<file path="src/rtl/hora_alarma_ctrl.sv">
// Hour / alarm-hour producer for the 7-seg hour display: set-mode FSM, alarm arm and buzzer.
// Optional feature: define SNOOZE_EN to build the snooze counter (BTN_INC while ringing in RUN).
module hora_alarma_ctrl #(
    parameter int H_MAX       = 24,
    parameter int BUZZ_CICLOS = 1000
`ifdef SNOOZE_EN
   ,parameter int SNOOZE_CICLOS = 500
`endif
) (
    input  logic       CLK,
    input  logic       RST,
    input  logic       TICK_HR,
    input  logic       BTN_MODE,
    input  logic       BTN_INC,
    input  logic       BTN_ALM,
    output logic [5:0] HORA,
    output logic [5:0] AHORA,
    output logic       ALARM,
    output logic       ALARM_ON,
    output logic       BUZZ,
    output logic       SET_ACT
);

    typedef enum logic [1:0] {RUN, SET_HORA, SET_ALARMA} estado_t;

    localparam int BW = (BUZZ_CICLOS > 1) ? $clog2(BUZZ_CICLOS) : 1;

    estado_t       estado, estado_sig;
    logic          mode_q, inc_q, alm_q;
    logic          mode_e, inc_e, alm_e;
    logic [5:0]    hora, ahora;
    logic          alarm_on, buzz;
    logic [BW-1:0] cnt_buzz;
    logic          ring_start, snooze_go, snooze_fin;

    function automatic logic [5:0] inc_hora(input logic [5:0] x);
        return (x == 6'(H_MAX - 1)) ? '0 : x + 6'd1;
    endfunction

    always_ff @(posedge CLK or posedge RST) begin
        if (RST) begin
            mode_q <= 1'b0;
            inc_q  <= 1'b0;
            alm_q  <= 1'b0;
        end else begin
            mode_q <= BTN_MODE;
            inc_q  <= BTN_INC;
            alm_q  <= BTN_ALM;
        end
    end

    assign mode_e = BTN_MODE & ~mode_q;
    assign inc_e  = BTN_INC  & ~inc_q;
    assign alm_e  = BTN_ALM  & ~alm_q;

    always_ff @(posedge CLK or posedge RST) begin
        if (RST) estado <= RUN;
        else     estado <= estado_sig;
    end

    always_comb begin
        estado_sig = estado;
        if (mode_e) begin
            unique case (estado)
                RUN:        estado_sig = SET_HORA;
                SET_HORA:   estado_sig = SET_ALARMA;
                SET_ALARMA: estado_sig = RUN;
                default:    estado_sig = RUN;
            endcase
        end
    end

    always_comb begin
        ALARM   = (estado == SET_ALARMA);
        SET_ACT = (estado != RUN);
    end

    // Ringing only from the hour tick while staying in RUN; a same-cycle disarm suppresses it.
    assign ring_start = (estado == RUN) && !mode_e && alarm_on && !(alm_e && !buzz)
                        && TICK_HR && (inc_hora(hora) == ahora);

    always_ff @(posedge CLK or posedge RST) begin
        if (RST) begin
            hora     <= '0;
            ahora    <= '0;
            alarm_on <= 1'b0;
        end else begin
            if (estado == SET_HORA) begin
                if (inc_e && !mode_e) hora <= inc_hora(hora);
            end else if (TICK_HR) begin
                hora <= inc_hora(hora);
            end
            if (estado == SET_ALARMA && inc_e && !mode_e) ahora <= inc_hora(ahora);
            if (alm_e && !buzz) alarm_on <= ~alarm_on;
        end
    end

`ifdef SNOOZE_EN
    localparam int SW = (SNOOZE_CICLOS > 1) ? $clog2(SNOOZE_CICLOS) : 1;
    logic          snoozing;
    logic [SW-1:0] cnt_snz;

    assign snooze_go  = (estado == RUN) && buzz && inc_e && !mode_e;
    assign snooze_fin = snoozing && (cnt_snz == '0);

    always_ff @(posedge CLK or posedge RST) begin
        if (RST) begin
            snoozing <= 1'b0;
            cnt_snz  <= '0;
        end else if (ring_start || mode_e || alm_e) begin
            snoozing <= 1'b0;
        end else if (snooze_go) begin
            snoozing <= 1'b1;
            cnt_snz  <= SW'(SNOOZE_CICLOS - 1);
        end else if (snoozing) begin
            if (cnt_snz == '0) snoozing <= 1'b0;
            else               cnt_snz  <= cnt_snz - 1'b1;
        end
    end
`else
    assign snooze_go  = 1'b0;
    assign snooze_fin = 1'b0;
`endif

    always_ff @(posedge CLK or posedge RST) begin
        if (RST) begin
            buzz     <= 1'b0;
            cnt_buzz <= '0;
        end else if (ring_start) begin
            buzz     <= 1'b1;
            cnt_buzz <= BW'(BUZZ_CICLOS - 1);
        end else if (mode_e || alm_e) begin
            buzz <= 1'b0;
        end else if (snooze_fin) begin
            buzz     <= 1'b1;
            cnt_buzz <= BW'(BUZZ_CICLOS - 1);
        end else if (snooze_go) begin
            buzz <= 1'b0;
        end else if (buzz) begin
            if (cnt_buzz == '0) buzz     <= 1'b0;
            else                cnt_buzz <= cnt_buzz - 1'b1;
        end
    end

    assign HORA     = hora;
    assign AHORA    = ahora;
    assign ALARM_ON = alarm_on;
    assign BUZZ     = buzz;

endmodule
</file>
<file path="config.mk">
export PLATFORM = sky130hd
export DESIGN_NAME = hora_alarma_ctrl
export DESIGN_NICKNAME = d
export VERILOG_FILES = /design/src/rtl/hora_alarma_ctrl.sv
export SDC_FILE = /design/constraint.sdc
export NUM_CORES = 1
export LEC_CHECK = 0
export CORE_MARGIN = 5
export CORE_UTILIZATION = 53
export DETAILED_ROUTE_END_ITERATION = 10
export GPL_ROUTABILITY_DRIVEN = 0
export GPL_TIMING_DRIVEN = 0
export PLACE_DENSITY = 0.78
export SLEW_MARGIN = 40
export SYNTH_ARGS = -nofsm -noshare
export SYNTH_HDL_FRONTEND = slang
export SYNTH_SLANG_ARGS = --single-unit
</file>
<file path="constraint.sdc">
create_clock -name CLK -period 3.2 [get_ports CLK]
set_clock_uncertainty 0.15 [all_clocks]
set_input_delay 0.64 -clock CLK [delete_from_list [all_inputs] [get_ports CLK]]
set_output_delay 0.64 -clock CLK [all_outputs]
set_load 0.005 [all_outputs]
</file>
==> flow_summary.rst <==
.. list-table::
   :header-rows: 1

   * - Metric
     - Value
   * - Largest net degree at the start of global routing
     - 30
   * - Count of buffers inserted at the top-level ports
     - 21
   * - Std-Cell Core Area
     - between 2000 and 3000 um^2
   * - Most congested layer reported by global routing
     - met2
   * - TritonCTS buffer count
     - 5
   * - Final Util
     - between 60 and 70%
   * - Fillers
     - 244
   * - Htree depth
     - 2
   * - Syn. warnings
     - 0
   * - Grt total ovfl
     - 0
   * - Total nets after synthesis
     - between 150 and 200
   * - Clock-pin slew on the worst setup and hold paths
     - ~0.1 ns
   * - Share of the yosys chip area belonging to registers
     - 48.1%
   * - Layout Nets
     - 190
   * - Antenna violations before repair
     - 0
   * - Ant diodes
     - 0
   * - Hold Buf Count CTS
     - 0
   * - Register Area
     - between 700 and 800 um^2
   * - Via count of the first global-routing pass
     - between 1000 and 1500
   * - Result of the run
     - complete, no violations
   * - EDFF count, synth
     - 0
   * - Y dimension of the die
     - 63.4 um
   * - Slew HR
     - ~51%
   * - Antenna violation net count after detailed routing
     - 0
   * - First-pass GRT wire length
     - ~5100 um
   * - Critical Path RT
     - 3.27 ns
   * - Static leakage
     - just over 0.8 nW
   * - Die Footprint
     - between 4000 and 5000 um^2
   * - Highest achievable clock rate
     - roughly 410 MHz
   * - Die outline width
     - about 63 um
   * - R2R depth
     - 8
   * - Clock sink count
     - 29
   * - Routed wire length
     - roughly 3000 um
   * - Leading register cell type out of synthesis
     - sky130_fd_sc_hd__dfrtp_1
   * - I/O pins
     - 22
   * - Commonest non-fill, non-tap cells in the layout
     - sky130_fd_sc_hd__dfrtp_1 (29), sky130_fd_sc_hd__nand2_1 (25), sky130_fd_sc_hd__clkdlybuf4s50_1 (21)
   * - Number of unique standard cell types used by synthesis
     - 37
   * - Hold path cells
     - 1
   * - Detailed Place HPWL
     - 2210 um
   * - Category of the most critical setup path
     - reg -> reg
   * - Root buffer cell
     - sky130_fd_sc_hd__clkbuf_4
   * - GRT Overall Usage
     - 16.1%
   * - Number of DRC violations after detailed-routing iteration 0
     - 50
   * - Setup repair after global routing missed its margin
     - false
   * - Most common cell after layout, fill and taps aside
     - sky130_fd_sc_hd__dfrtp_1
   * - WL/cell
     - between 10 and 15 um
   * - Final number of max-transition violations
     - 0
   * - Number of violations of the max-capacitance limit
     - 0
   * - Startpoint type of the worst setup path
     - flop
   * - Avg Synthesized Cell Area
     - ~9.9 um^2
   * - Share of async-settable or async-resettable flops after synthesis
     - 100%
   * - Synthesized flop and latch total
     - 29
   * - Actual transition at the worst max-transition pin
     - roughly 0.72 ns
   * - Synth Instances
     - 153
   * - Type of the most critical hold path
     - reg -> reg
   * - Source-to-sink clock delay at the later pin of the worst-skew pair
     - approximately 0.33 ns
   * - Setup TNS Final
     - 0 ns
   * - Kind of end point of the critical path
     - flop
   * - Met2 Track Usage GR
     - ~27%
   * - Min cycle time layout
     - between 2 and 2.5 ns
   * - Via-per-instance ratio
     - 5.58
   * - Worst vdd rail ir drop
     - 632 uV
   * - Number of buffers inserted to repair setup after CTS
     - 0
   * - Minimum setup slack in the final design
     - about 0.74 ns
   * - Area of combinational cells with multiple inputs
     - ~750 um^2
   * - Std cell rows
     - 19
   * - Cell area power density
     - 790 nW/um^2
   * - Met1 track utilization from global routing
     - roughly 18%
   * - Fraction of the cycle the final worst path needs
     - about three quarters
   * - Fraction of layout instances using a drive strength above 1
     - under 10%
   * - Post-synth design cell area
     - around 1500 um^2
   * - Met3 usage in global routing
     - a little over 6%
   * - Arrival time at the worst endpoint
     - 2.53 ns
   * - Number of optimization iterations in the first detailed-route pass
     - 4
   * - Post-Place Setup Slack
     - 0.408 ns
   * - Critical-path maximum fanout
     - 10
   * - Count of unresolved DRC violations after routing
     - 0
   * - Vias after detailed routing
     - ~1200
   * - Cells resized by post-CTS repair
     - 0
   * - Clock tree from TritonCTS
     - built
   * - Number of failing setup endpoints in the final timing report
     - 0
   * - Max clock buf depth
     - 2
   * - Final count of hold timing violations
     - 0
   * - Area delta synth->final
     - 19.9%
   * - Starting density of the core
     - between 50% and 60%
## Yosys cell counts, types with 2 or more instances
library cell	number	area share, %
sky130_fd_sc_hd__nand4_1	2	0.83
sky130_fd_sc_hd__and3_1	2	0.83
sky130_fd_sc_hd__nor2_1	8	2.0
sky130_fd_sc_hd__dfrtp_1	29	48
sky130_fd_sc_hd__nor2b_1	6	2.5
sky130_fd_sc_hd__mux2_2	3	2.2
sky130_fd_sc_hd__xnor2_1	12	7.0
sky130_fd_sc_hd__xor2_1	3	1.7
sky130_fd_sc_hd__or4_1	3	1.5
sky130_fd_sc_hd__nand2b_1	5	2.1
sky130_fd_sc_hd__mux2i_1	2	1.3
sky130_fd_sc_hd__inv_1	5	1.2
sky130_fd_sc_hd__nor3_1	4	1.3
sky130_fd_sc_hd__nor3b_1	2	0.99
sky130_fd_sc_hd__a21oi_1	5	1.7
sky130_fd_sc_hd__o31ai_1	4	2.0
sky130_fd_sc_hd__ha_1	3	2.5
sky130_fd_sc_hd__o21ai_0	6	2.0
sky130_fd_sc_hd__nand2_1	25	6.2
sky130_fd_sc_hd__nand3_1	4	1.3
sky130_fd_sc_hd__a21o_1	2	0.99
sky130_fd_sc_hd__nor4_1	3	1.2
## state kept, by name (all words and copies together), names as in the netlist
signal / cells
alm_q: 1
inc_q: 1
cnt_buzz: 10
mode_q: 1
ALARM_ON: 1
HORA: 6
AHORA: 6
BUZZ: 1
estado: 2
## per-layer routing
layer,share of wire (%),vias to the layer above,routed length (um)
li1,-,591,-
met1,43,569,1290
met3,4.7,5,140
met2,51,24,1520
met5,0,-,0
met4,1.7,0,50
## stage by stage
step,hold WS (ns),area (um^2),power [W],instances
2_1_floorplan,0.328,1510,0.000978,153
3_3_place_gp,0.343,1760,0.00121,205
3_5_place_dp,0.334,1760,0.00123,205
4_1_cts,0.356,1810,0.00145,213
5_1_grt,0.389,1810,0.00156,213
6_report,0.352,1810,0.00143,213
## cell families after synthesis
| logic type | Yosys count | synth area share (%) |
|---|---|---|
| DFF | 29 | 48.1 |
| buffers and inverters | 6 | 1.99 |
| xor gates and xnor gates | 15 | 8.70 |
| and+or+nand+nor | 72 | 25.4 |
| adders and majority gates | 3 | 2.49 |
| muxes | 5 | 3.56 |
| AOI/OAI and AO/OA | 23 | 9.78 |
## final cells by class
cell class	instances	area share, %
sequential	29	40.1
timing repair buffer	21	11.6
buffer	1	0.622
tap	31	2.14
clock buffer	6	2.28
multi-input combinational	118	41.7
clock inverter	2	0.553
inverter	5	1.04
## path summary, 6_finish.rpt
check | start | to | slack, ns
min in group asynchronous | RST | mode_q | 0.55
min | ALARM_ON | ALARM_ON | 0.35
min reg2reg | ALARM_ON | ALARM_ON | 0.35
max in group asynchronous | RST | AHORA[2] | 1.96
max reg2reg | HORA[0] | cnt_buzz[3] | 0.74
max | HORA[0] | cnt_buzz[3] | 0.74
## report_power, final
group | leakage, nW | total, W | switching (W) | internal, W
logic | 0.409 | 0.000597 | 0.000252 | 0.000345
registers | 0.371 | 0.000626 | 0.000150 | 0.000476
clock network | 0.0320 | 0.000209 | 0.000125 | 0.0000835
## critical path, stage by stage, from the launching register on
cell                       delay (ns)
sky130_fd_sc_hd__dfrtp_1         0.50
sky130_fd_sc_hd__ha_1            0.28
sky130_fd_sc_hd__nand2_1         0.14
sky130_fd_sc_hd__o21ai_0         0.17
sky130_fd_sc_hd__o21ai_0         0.13
sky130_fd_sc_hd__xor2_1          0.16
sky130_fd_sc_hd__or4_4           0.55
sky130_fd_sc_hd__buf_6           0.16
sky130_fd_sc_hd__a21boi_1        0.13
No activity file was read; power rests on OpenSTA's default activity.
